===== src/rtl/cargador_pkg.sv =====
// Shared definitions for the serial word loader and the comparator bench.
// Holds the FSM encoding and the default word width.
package cargador_pkg;

    localparam int unsigned WIDTH_DEF = 3;

    localparam logic [1:0] IDLE  = 2'd0;
    localparam logic [1:0] SHIFT = 2'd1;
    localparam logic [1:0] HOLD  = 2'd2;

endpackage


===== src/rtl/registro_serie.sv =====
// WIDTH-bit shadow register with indexed single-bit write and synchronous clear.
// Exposes its next value so the loader can publish a frame including its final bit.
module registro_serie #(
    parameter int unsigned WIDTH = 3,
    parameter int unsigned IDX_W = 2
) (
    input  logic             clk,
    input  logic             reset,
    input  logic             clr,
    input  logic             we,
    input  logic [IDX_W-1:0] idx,
    input  logic             din,
    output logic [WIDTH-1:0] q,
    output logic [WIDTH-1:0] d
);

    // Clear is applied first, so clr & we leaves only the freshly written bit.
    always_comb begin
        d = clr ? '0 : q;
        for (int unsigned i = 0; i < WIDTH; i++) begin
            if (we && idx == IDX_W'(i)) begin
                d[i] = din;
            end
        end
    end

    always_ff @(posedge clk) begin
        if (reset) begin
            q <= '0;
        end else begin
            q <= d;
        end
    end

endmodule


===== src/rtl/cargador_serial.sv =====
// Bit-serial front end: assembles two LSB-first streams into parallel words
// and presents them with a valid/ready handshake, flagging framing and overrun errors.
module cargador_serial
    import cargador_pkg::*;
#(
    parameter int unsigned WIDTH = WIDTH_DEF
) (
    input  logic             clk,
    input  logic             reset,
    input  logic             serA,
    input  logic             serB,
    input  logic             bit_valid,
    input  logic             sof,
    input  logic             out_ready,
    output logic [WIDTH-1:0] wordA,
    output logic [WIDTH-1:0] wordB,
    output logic             word_valid,
    output logic             busy,
    output logic             frame_err,
    output logic             overrun
);

    localparam int unsigned CW = $clog2(WIDTH + 1);
    localparam logic [CW-1:0] LAST = CW'(WIDTH - 1);

    logic [1:0]       state;
    logic [CW-1:0]    cnt;
    logic             sh_clr;
    logic             sh_we;
    logic [CW-1:0]    sh_idx;
    logic [WIDTH-1:0] sh_a_q, sh_a_d;
    logic [WIDTH-1:0] sh_b_q, sh_b_d;

    registro_serie #(.WIDTH(WIDTH), .IDX_W(CW)) u_reg_a (
        .clk   (clk),
        .reset (reset),
        .clr   (sh_clr),
        .we    (sh_we),
        .idx   (sh_idx),
        .din   (serA),
        .q     (sh_a_q),
        .d     (sh_a_d)
    );

    registro_serie #(.WIDTH(WIDTH), .IDX_W(CW)) u_reg_b (
        .clk   (clk),
        .reset (reset),
        .clr   (sh_clr),
        .we    (sh_we),
        .idx   (sh_idx),
        .din   (serB),
        .q     (sh_b_q),
        .d     (sh_b_d)
    );

    // Every sof that is accepted clears the shadow and writes bit 0.
    always_comb begin
        sh_clr = 1'b0;
        sh_we  = 1'b0;
        sh_idx = cnt;
        case (state)
            IDLE: begin
                if (bit_valid && sof) begin
                    sh_clr = 1'b1;
                    sh_we  = 1'b1;
                    sh_idx = '0;
                end
            end
            SHIFT: begin
                if (bit_valid) begin
                    sh_clr = sof;
                    sh_we  = 1'b1;
                    sh_idx = sof ? '0 : cnt;
                end
            end
            HOLD: begin
                if (out_ready && bit_valid && sof) begin
                    sh_clr = 1'b1;
                    sh_we  = 1'b1;
                    sh_idx = '0;
                end
            end
            default: ;
        endcase
    end

    always_ff @(posedge clk) begin
        if (reset) begin
            state      <= IDLE;
            cnt        <= '0;
            wordA      <= '0;
            wordB      <= '0;
            word_valid <= 1'b0;
            frame_err  <= 1'b0;
            overrun    <= 1'b0;
        end else begin
            frame_err <= 1'b0;
            overrun   <= 1'b0;
            case (state)
                IDLE: begin
                    if (bit_valid) begin
                        if (!sof) begin
                            frame_err <= 1'b1;
                        end else if (WIDTH == 1) begin
                            wordA      <= sh_a_d;
                            wordB      <= sh_b_d;
                            word_valid <= 1'b1;
                            cnt        <= '0;
                            state      <= HOLD;
                        end else begin
                            cnt   <= CW'(1);
                            state <= SHIFT;
                        end
                    end
                end
                SHIFT: begin
                    if (bit_valid) begin
                        if (sof) begin
                            frame_err <= 1'b1;
                            cnt       <= CW'(1);
                        end else if (cnt == LAST) begin
                            wordA      <= sh_a_d;
                            wordB      <= sh_b_d;
                            word_valid <= 1'b1;
                            cnt        <= '0;
                            state      <= HOLD;
                        end else begin
                            cnt <= cnt + CW'(1);
                        end
                    end
                end
                HOLD: begin
                    if (out_ready) begin
                        word_valid <= 1'b0;
                        state      <= IDLE;
                        if (bit_valid && !sof) begin
                            frame_err <= 1'b1;
                        end else if (bit_valid && sof) begin
                            // A one-bit frame completes on its sof beat.
                            if (WIDTH == 1) begin
                                wordA      <= sh_a_d;
                                wordB      <= sh_b_d;
                                word_valid <= 1'b1;
                                state      <= HOLD;
                            end else begin
                                cnt   <= CW'(1);
                                state <= SHIFT;
                            end
                        end
                    end else if (bit_valid) begin
                        overrun <= 1'b1;
                    end
                end
                default: begin
                    state <= IDLE;
                    cnt   <= '0;
                end
            endcase
        end
    end

    assign busy = (state == SHIFT);

endmodule


===== config.mk =====
export PLATFORM = sky130hd
export DESIGN_NAME = cargador_serial
export DESIGN_NICKNAME = d
export VERILOG_FILES = /design/src/rtl/cargador_pkg.sv /design/src/rtl/registro_serie.sv /design/src/rtl/cargador_serial.sv
export SDC_FILE = /design/constraint.sdc
export NUM_CORES = 1
export LEC_CHECK = 0
export CORE_UTILIZATION = 50
export DETAILED_ROUTE_END_ITERATION = 10
export GPL_TIMING_DRIVEN = 0
export PLACE_DENSITY = 0.86
export SLEW_MARGIN = 20
export SYNTH_ARGS = -nofsm -noshare
export SYNTH_HDL_FRONTEND = slang
export SYNTH_SLANG_ARGS = --single-unit

===== constraint.sdc =====
create_clock -name clk -period 3.65 [get_ports clk]
set_input_delay 0.73 -clock clk [delete_from_list [all_inputs] [get_ports clk]]
set_output_delay 0.73 -clock clk [all_outputs]
set_load 0.1 [all_outputs]

==> reports/results.ini, run 1 <==
[layout]
drive_gt1_share_pct=6.364
filler_cell_count=102
design.final.nets=118
insertedDiodeCount=0
layout.cell_area.non_filler_um2=939.7
area_of_the_multi_input_gates_um2=377.9
syn_to_final_growth_pct=26.22
layout.area.seq_um2=340.3

[floorplan]
die_area_um2=1647
design.core.area_um2=1350
boundaryPins=17
dieHeight_um=40.59
die_width_um=40.59
initial_util_pct=55.14
core.rowCount=13

[worst_setup_path]
path_delay_family=buffers and inverters
cp-start-kind=flop
worst-setup-path-type=reg -> out
critical_path_depth=3
critical_path.max_fanout=8
setup.reg_to_reg.worst_slack_ns=2.06
r2r-start=state[0]
slowest_stage=clkdlybuf4s50_1
arrival_ns=2.08
cp_slowest_stage_delay_ns=1.12
worst_r2r_endpoint=word_valid
critical_path_cell_by_cell=nand2b_4 > inv_1 > clkdlybuf4s50_1
reg2regPathDepth=3
worstPathRequired_ns=2.92
crit_path_end_kind=primary output
cp.buffers_inverters=2

[global_route]
global_route.overflow_total=0
antenna_found_initial=0
grt_max_degree=10
wire_length_of_the_first_global_routing_pass_mm=2.801
grt_pass1_vias=623
grt.total_usage_pct=26.80

[synthesis]
synth.avg_cell_area_um2=8.181
syn_inst=91
yosys_warnings=0
synth.ff_latch_count=17
portion_of_the_post_synthesis_area_used_by_sequential_elements_pct=45.71
mapped_nets=98
mappedNetlistArea_um2=744.5
post_synth_num_cell_types=27

[clock_network]
clock_tree_root_buffer_cell=clkbuf_4
worst_skew_pair.late_latency_ns=0.30
tritoncts=yes
clock_pin_slew_on_the_worst_setup_and_hold_paths_ns=0.10
postCtsHoldBufs=0
count_of_h_tree_levels_built_during_cts=1
ctsResizeCount=0
clk_path_buf_depth=2
cts_setup_buffers=0
cts-buffers-inserted=3
cts.sinks=17

[hold_path]
timing.hold.worst.class=reg -> reg
min-delay-start=wordB[2]
hold-path-endpoint=wordB[2]
number_of_instances_on_the_worst_hold_path=2

[routing]
wl_mm=1.789
routed_via_density=6.056
via_count_of_the_routed_design=757
detailedRoute.firstIterationViolations=36
wl_per_cell_um=14.31
detail-route-antenna-nets=0
detail_route.drc_violations=0
dr.pass1.iters=9

[sta]
fin_tns_setup_ns=0
worstMarginPinSlew_ns=0.9649
hold_viol=0
finalSetupViolCount=0
worst_hold_slack_ns=0.4638
period_minus_slack_ns=2.814
grt_setup_unrepaired=no
finalMaxSlewViolations=0
fmax_mhz=355.4
maxSlewHeadroom_pct=35.47
clock-skew-final_ns=0.001035
fin_crit_sh_pct=77.09

[placed_design]
port_buffers=15
globalplace.congestion=0.9097
detailedPlacementHpwl_mm=1.215
dpl-instance-area_um2=913.4

[pwr]
ir_worst_vdd_mv=0.1907
p_per_area_nw_per_um2=374.6
total_power_mw=0.3520
power.leakage_nw=0.3352

[flow_run]
drv.max_cap_violation_count=0

[run_status]
run_status=completed

==> flip-flops by register name (all words and copies together) (netlist names) <==
signal and flops:
u_reg_b.q 2, u_reg_a.q 2, overrun 1, word_valid 1
wordB 3, frame_err 1, wordA 3, cnt 2
state 2
==> synth_stat cells <==
| cell type | n | area share [%] |
|---|---|---|
| or2_2 | 1 | 0.84 |
| o21a_1 | 1 | 1.0 |
| nand3b_1 | 1 | 1.0 |
| o21ai_0 | 6 | 4.0 |
| nand2b_1 | 3 | 2.5 |
| nand2b_4 | 1 | 1.8 |
| xor2_1 | 1 | 1.2 |
| dfxtp_1 | 17 | 46 |
| and3b_1 | 1 | 1.2 |
| inv_1 | 4 | 2.0 |
| or3_1 | 4 | 3.4 |
| nand3_1 | 4 | 2.7 |
| o221a_2 | 1 | 1.5 |
| a21oi_1 | 11 | 7.4 |
| o22ai_1 | 1 | 0.84 |
| nor3_1 | 7 | 4.7 |
| nand2_1 | 7 | 3.5 |
| o2111ai_1 | 1 | 1.2 |
| a21o_1 | 1 | 1.0 |
| or4_1 | 1 | 1.0 |
| a31oi_1 | 1 | 0.84 |
| o2111a_1 | 1 | 1.5 |
| nor3b_1 | 1 | 1.0 |
| nor2b_1 | 1 | 0.84 |
| a21oi_2 | 1 | 1.2 |
| nor2_1 | 9 | 4.5 |
| clkbuf_1 | 3 | 1.5 |
==> metal layers <==
metal  GRT usage [%]  vias up  wire, µm  part of all wire, %
li1                -      359         -                    -
met1           31.65      332       712                   40
met2           45.24       49       858                   48
met3           6.667       17       141                  7.9
met4           11.67        0        77                  4.3
met5               0        -         0                    0
==> cell usage in the layout (no fill, tap or decap), types with 3 or more instances in the layout <==
master	n
nor3_1	7
nand2b_1	3
nor2_1	9
a21oi_1	11
nand2_1	7
clkbuf_1	4
nand3_1	4
o21ai_0	6
or3_1	4
clkbuf_4	3
inv_1	4
dfxtp_1	17
clkdlybuf4s50_1	15
==> power by group <==
group / total, mW / internal, mW / switching (mW)
clock network: 0.105 / 0.0426 / 0.0622
logic: 0.0521 / 0.0181 / 0.0339
registers: 0.195 / 0.190 / 0.00500
total: 0.352 / 0.251 / 0.101
==> worst max path at each step <==
stage,startpoint,to,slack (ns)
3_5_place_dp,state[0],busy,1.17
3_3_place_gp,state[0],busy,1.18
5_1_grt,state[0],busy,0.80
2_1_floorplan,state[0],busy,1.80
6_report,state[0],busy,0.84
4_1_cts,state[0],busy,0.85
==> stage by stage <==
| step | util (%) | setup WS (ns) | instances |
|---|---|---|---|
| 2_1_floorplan | - | 1.798 | 91 |
| 3_3_place_gp | 67.66 | 1.175 | 121 |
| 3_5_place_dp | 67.66 | 1.171 | 121 |
| 4_1_cts | 69.60 | 0.8456 | 125 |
| 5_1_grt | 69.60 | 0.7962 | 125 |
| 6_report | 69.60 | 0.8362 | 125 |
==> cell type report <==
type,instances,area share (%)
multi-input combinational,67,40.21
sequential,17,36.22
timing repair buffer,15,15.98
clock buffer,4,2.796
tap,15,1.997
inverter,4,1.598
buffer,3,1.198
==> kinds of logic after synthesis <==
group           count (synthesis)  share of synthesized area [%]
compound gates                 25                          20.51
xor+xnor                        1                          1.177
buf+inv                         7                          3.529
flops                          17                          45.71
simple gates                   41                          29.08
==> worst reg2reg max path: cells and delay by family (launching register included) <==
kind	cells	cell delay, ns
AO/OA/AOI/OAI	1	0.29
flip-flops	1	0.50
AND/OR/NAND/NOR	2	0.76
No activity file was read; power rests on OpenSTA's default activity.
==> run 2, diff against run 1 <==
CORE_UTILIZATION = 42   (was 50)
PLACE_DENSITY = 0.77   (was 0.86)
clock period = 2.4 ns   (was 3.65 ns; I/O delays follow)
==> run 2 against run 1 <==
The run now ends with design-rule violations left. Wire length fell by 7.7%. First-iteration DRC count fell by 61%. Final cell count rose by 0.80%. Via count fell by 3.3%. Sequential power rose by 52%. Final area rose by 0.13%. Die area rose by 18%. Non-clock buffer count did not move. Utilization fell by 9.9 points. Count of clock-buffer cells in the layout fell by 1. Power rose by 50%. Flip-flop and latch count did not move.
==> reports/results.ini, run 2 (synthesis gave the netlist of run 1 again) <==
[worst_setup_path]
critical_path.max_fanout=8  ; unchanged
cp-start-kind=flop
cp.buffers_inverters=2  ; unchanged
critical_path_cell_by_cell=nand2b_4 > inv_1 > dlygate4sd2_1
arrival_ns=1.81  ; -0.27 ns
crit_path_end_kind=primary output
worst-setup-path-type=reg -> out
cp_slowest_stage_delay_ns=0.84  ; -0.28 ns
worstPathRequired_ns=1.92  ; -1.00 ns
slowest_stage=dlygate4sd2_1
path_delay_family=buffers and inverters

[floorplan]
boundaryPins=17  ; unchanged
die_width_um=44.10  ; +8.7%
design.core.area_um2=1577  ; +17%
core.rowCount=14  ; +1
die_area_um2=1945  ; +18%
dieHeight_um=44.10  ; +8.7%
initial_util_pct=47.22  ; -7.9 points

[clock_network]
worst_skew_pair.late_latency_ns=0.29  ; about the same
clk_path_buf_depth=2  ; unchanged
tritoncts=yes
cts.sinks=17  ; unchanged
cts-buffers-inserted=3  ; unchanged
postCtsHoldBufs=0  ; unchanged
count_of_h_tree_levels_built_during_cts=1  ; unchanged
clock_pin_slew_on_the_worst_setup_and_hold_paths_ns=0.10  ; about the same
clock_tree_root_buffer_cell=clkbuf_4

[layout]
design.final.nets=118  ; unchanged
drive_gt1_share_pct=7.273  ; +0.91 points
syn_to_final_growth_pct=26.39
layout.cell_area.non_filler_um2=940.9  ; +0.13%
most-common-layout-cells=dfxtp_1 (17), clkdlybuf4s50_1 (14), a21oi_1 (11)
insertedDiodeCount=0  ; unchanged
final_common_cell=dfxtp_1
biggestRegsByFlops=wordA (3), wordB (3)
final_core_utilization_pct=59.68  ; -9.9 points

[pwr]
p_sw_mw=0.1514  ; +50%
power.leakage_nw=0.3411  ; +1.8%
internal-power_mw=0.3778  ; +51%
ir_worst_vdd_mv=0.2582  ; +35%
share_of_power_burned_in_combinational_logic_pct=14.3  ; -0.5 points
sequentialPowerShare_pct=56.1  ; +0.7 points
swShare_pct=28.61  ; -0.11 points
p_per_area_nw_per_um2=562.5  ; +50%
total_power_mw=0.5293  ; +50%
clkPwrFrac_pct=29.6  ; -0.2 points

[routing]
wl_mm=1.652  ; -7.7%
detail_route.drc_violations=1  ; +1
wl_per_cell_um=13.11  ; -8.4%
detailedRoute.firstIterationViolations=14  ; -61%
dr.pass1.iters=9  ; unchanged
routed_via_density=5.810  ; -4.1%
detail-route-antenna-nets=0  ; unchanged
via_count_of_the_routed_design=732  ; -3.3%

[global_route]
antenna_found_initial=0  ; unchanged
grt.total_usage_pct=19.07  ; -7.7 points
grt_max_degree=11  ; +1
wire_length_of_the_first_global_routing_pass_mm=2.704  ; -3.5%
global_route.overflow_total=0  ; unchanged
grt_pass1_vias=617  ; -0.96%

[placed_design]
port_buffers=15  ; unchanged
globalplace.congestion=0.8613  ; -5.3%
place_worst_setup_slack_ns=0.1521  ; -1.019 ns
dpl-instance-area_um2=914.6  ; +0.14%
detailedPlacementHpwl_mm=1.205  ; -0.85%

[run_status]
violations=design-rule violations
run_status=finished, violations left

[sta]
period_minus_slack_ns=2.292
finalSetupViolCount=0  ; unchanged
fin_tns_setup_ns=0  ; unchanged
maxSlewHeadroom_pct=35.23  ; -0.24 points
clock-skew-final_ns=0.0009969  ; -0.00003827 ns
final.setup.worst_slack_ns=0.1076  ; -0.7286 ns
fmax_mhz=436.2
fin_crit_sh_pct=95.52
grt_setup_unrepaired=no
hold_viol=0  ; unchanged
finalMaxSlewViolations=0  ; unchanged
worstMarginPinSlew_ns=0.9685  ; +0.003661 ns

[flow_run]
drv.max_cap_violation_count=0  ; unchanged

[hold_path]
timing.hold.worst.class=reg -> reg

[run 2: cell count changes in the layout (fill, tap and decap cells not counted), sizes merged]
cell,delta
clkbuf,-1
clkdlybuf4s50,-1
clkinv,+1
dlygate4sd2,+1
[run 2: repair_timing]
action | CTS | global route
buffers inserted | 0 | 0
hold endpoints to repair | 0 | 0
endpoints found under the setup margin | 1 | 0
gates resized for setup | 1 | 0
[run 2: metrics by stage]
step | cells | hold slack [ns]
floorplan | 91 | 0.4409
global placement | 122 | 0.4441
detailed placement | 122 | 0.4484
CTS | 126 | 0.4627
global route | 126 | 0.4910
finish | 126 | 0.4613
[run 2: path summary, 6_finish.rpt]
| check | endpoint | slack [ns] | startpoint | cells after the start |
|---|---|---|---|---|
| worst max-delay path | busy | 0.11 | state[0] | 3 |
| worst min-delay path | wordA[2] | 0.46 | wordA[2] | 2 |
| worst max register to register | word_valid | 0.79 | state[0] | 3 |
| worst min register to register | wordA[2] | 0.46 | wordA[2] | 2 |
[run 2: layout make-up]
type / count / area, µm²
clock inverter: 1 / 5.005
inverter: 4 / 15.01
multi-input combinational: 67 / 377.9
timing repair buffer: 15 / 148.9
fill: 150 / 635.6
clock buffer: 3 / 22.52
buffer: 3 / 11.26
tap: 16 / 20.02
sequential: 17 / 340.3
[run 2: tightest hold or removal path: cells and delay by family, from the launching register on]
kind	cells	cell delay (ns)
flops	1	0.32
simple gates	1	0.05
compound gates	1	0.05
[run 2: power groups by stage]
stage | sequential, mW | clock [mW] | combinational (mW)
after global placement | 0.303 | 0 | 0.0747
after global routing | 0.298 | 0.172 | 0.0816
final | 0.297 | 0.157 | 0.0757
after CTS | 0.297 | 0.160 | 0.0752
after floorplan | 0.310 | 0 | 0.0437
after detailed placement | 0.303 | 0 | 0.0758
[run 2: metal layers]
metal  GRT usage, %  share of wire, %  up-vias  routed length [µm]
li1               -                 -      367                   -
met1          24.56                43      331                 704
met2          29.71                49       27                 807
met3          3.673               5.5        7                  91
met4          10.91               3.0        0                  50
met5              0                 0        -                   0
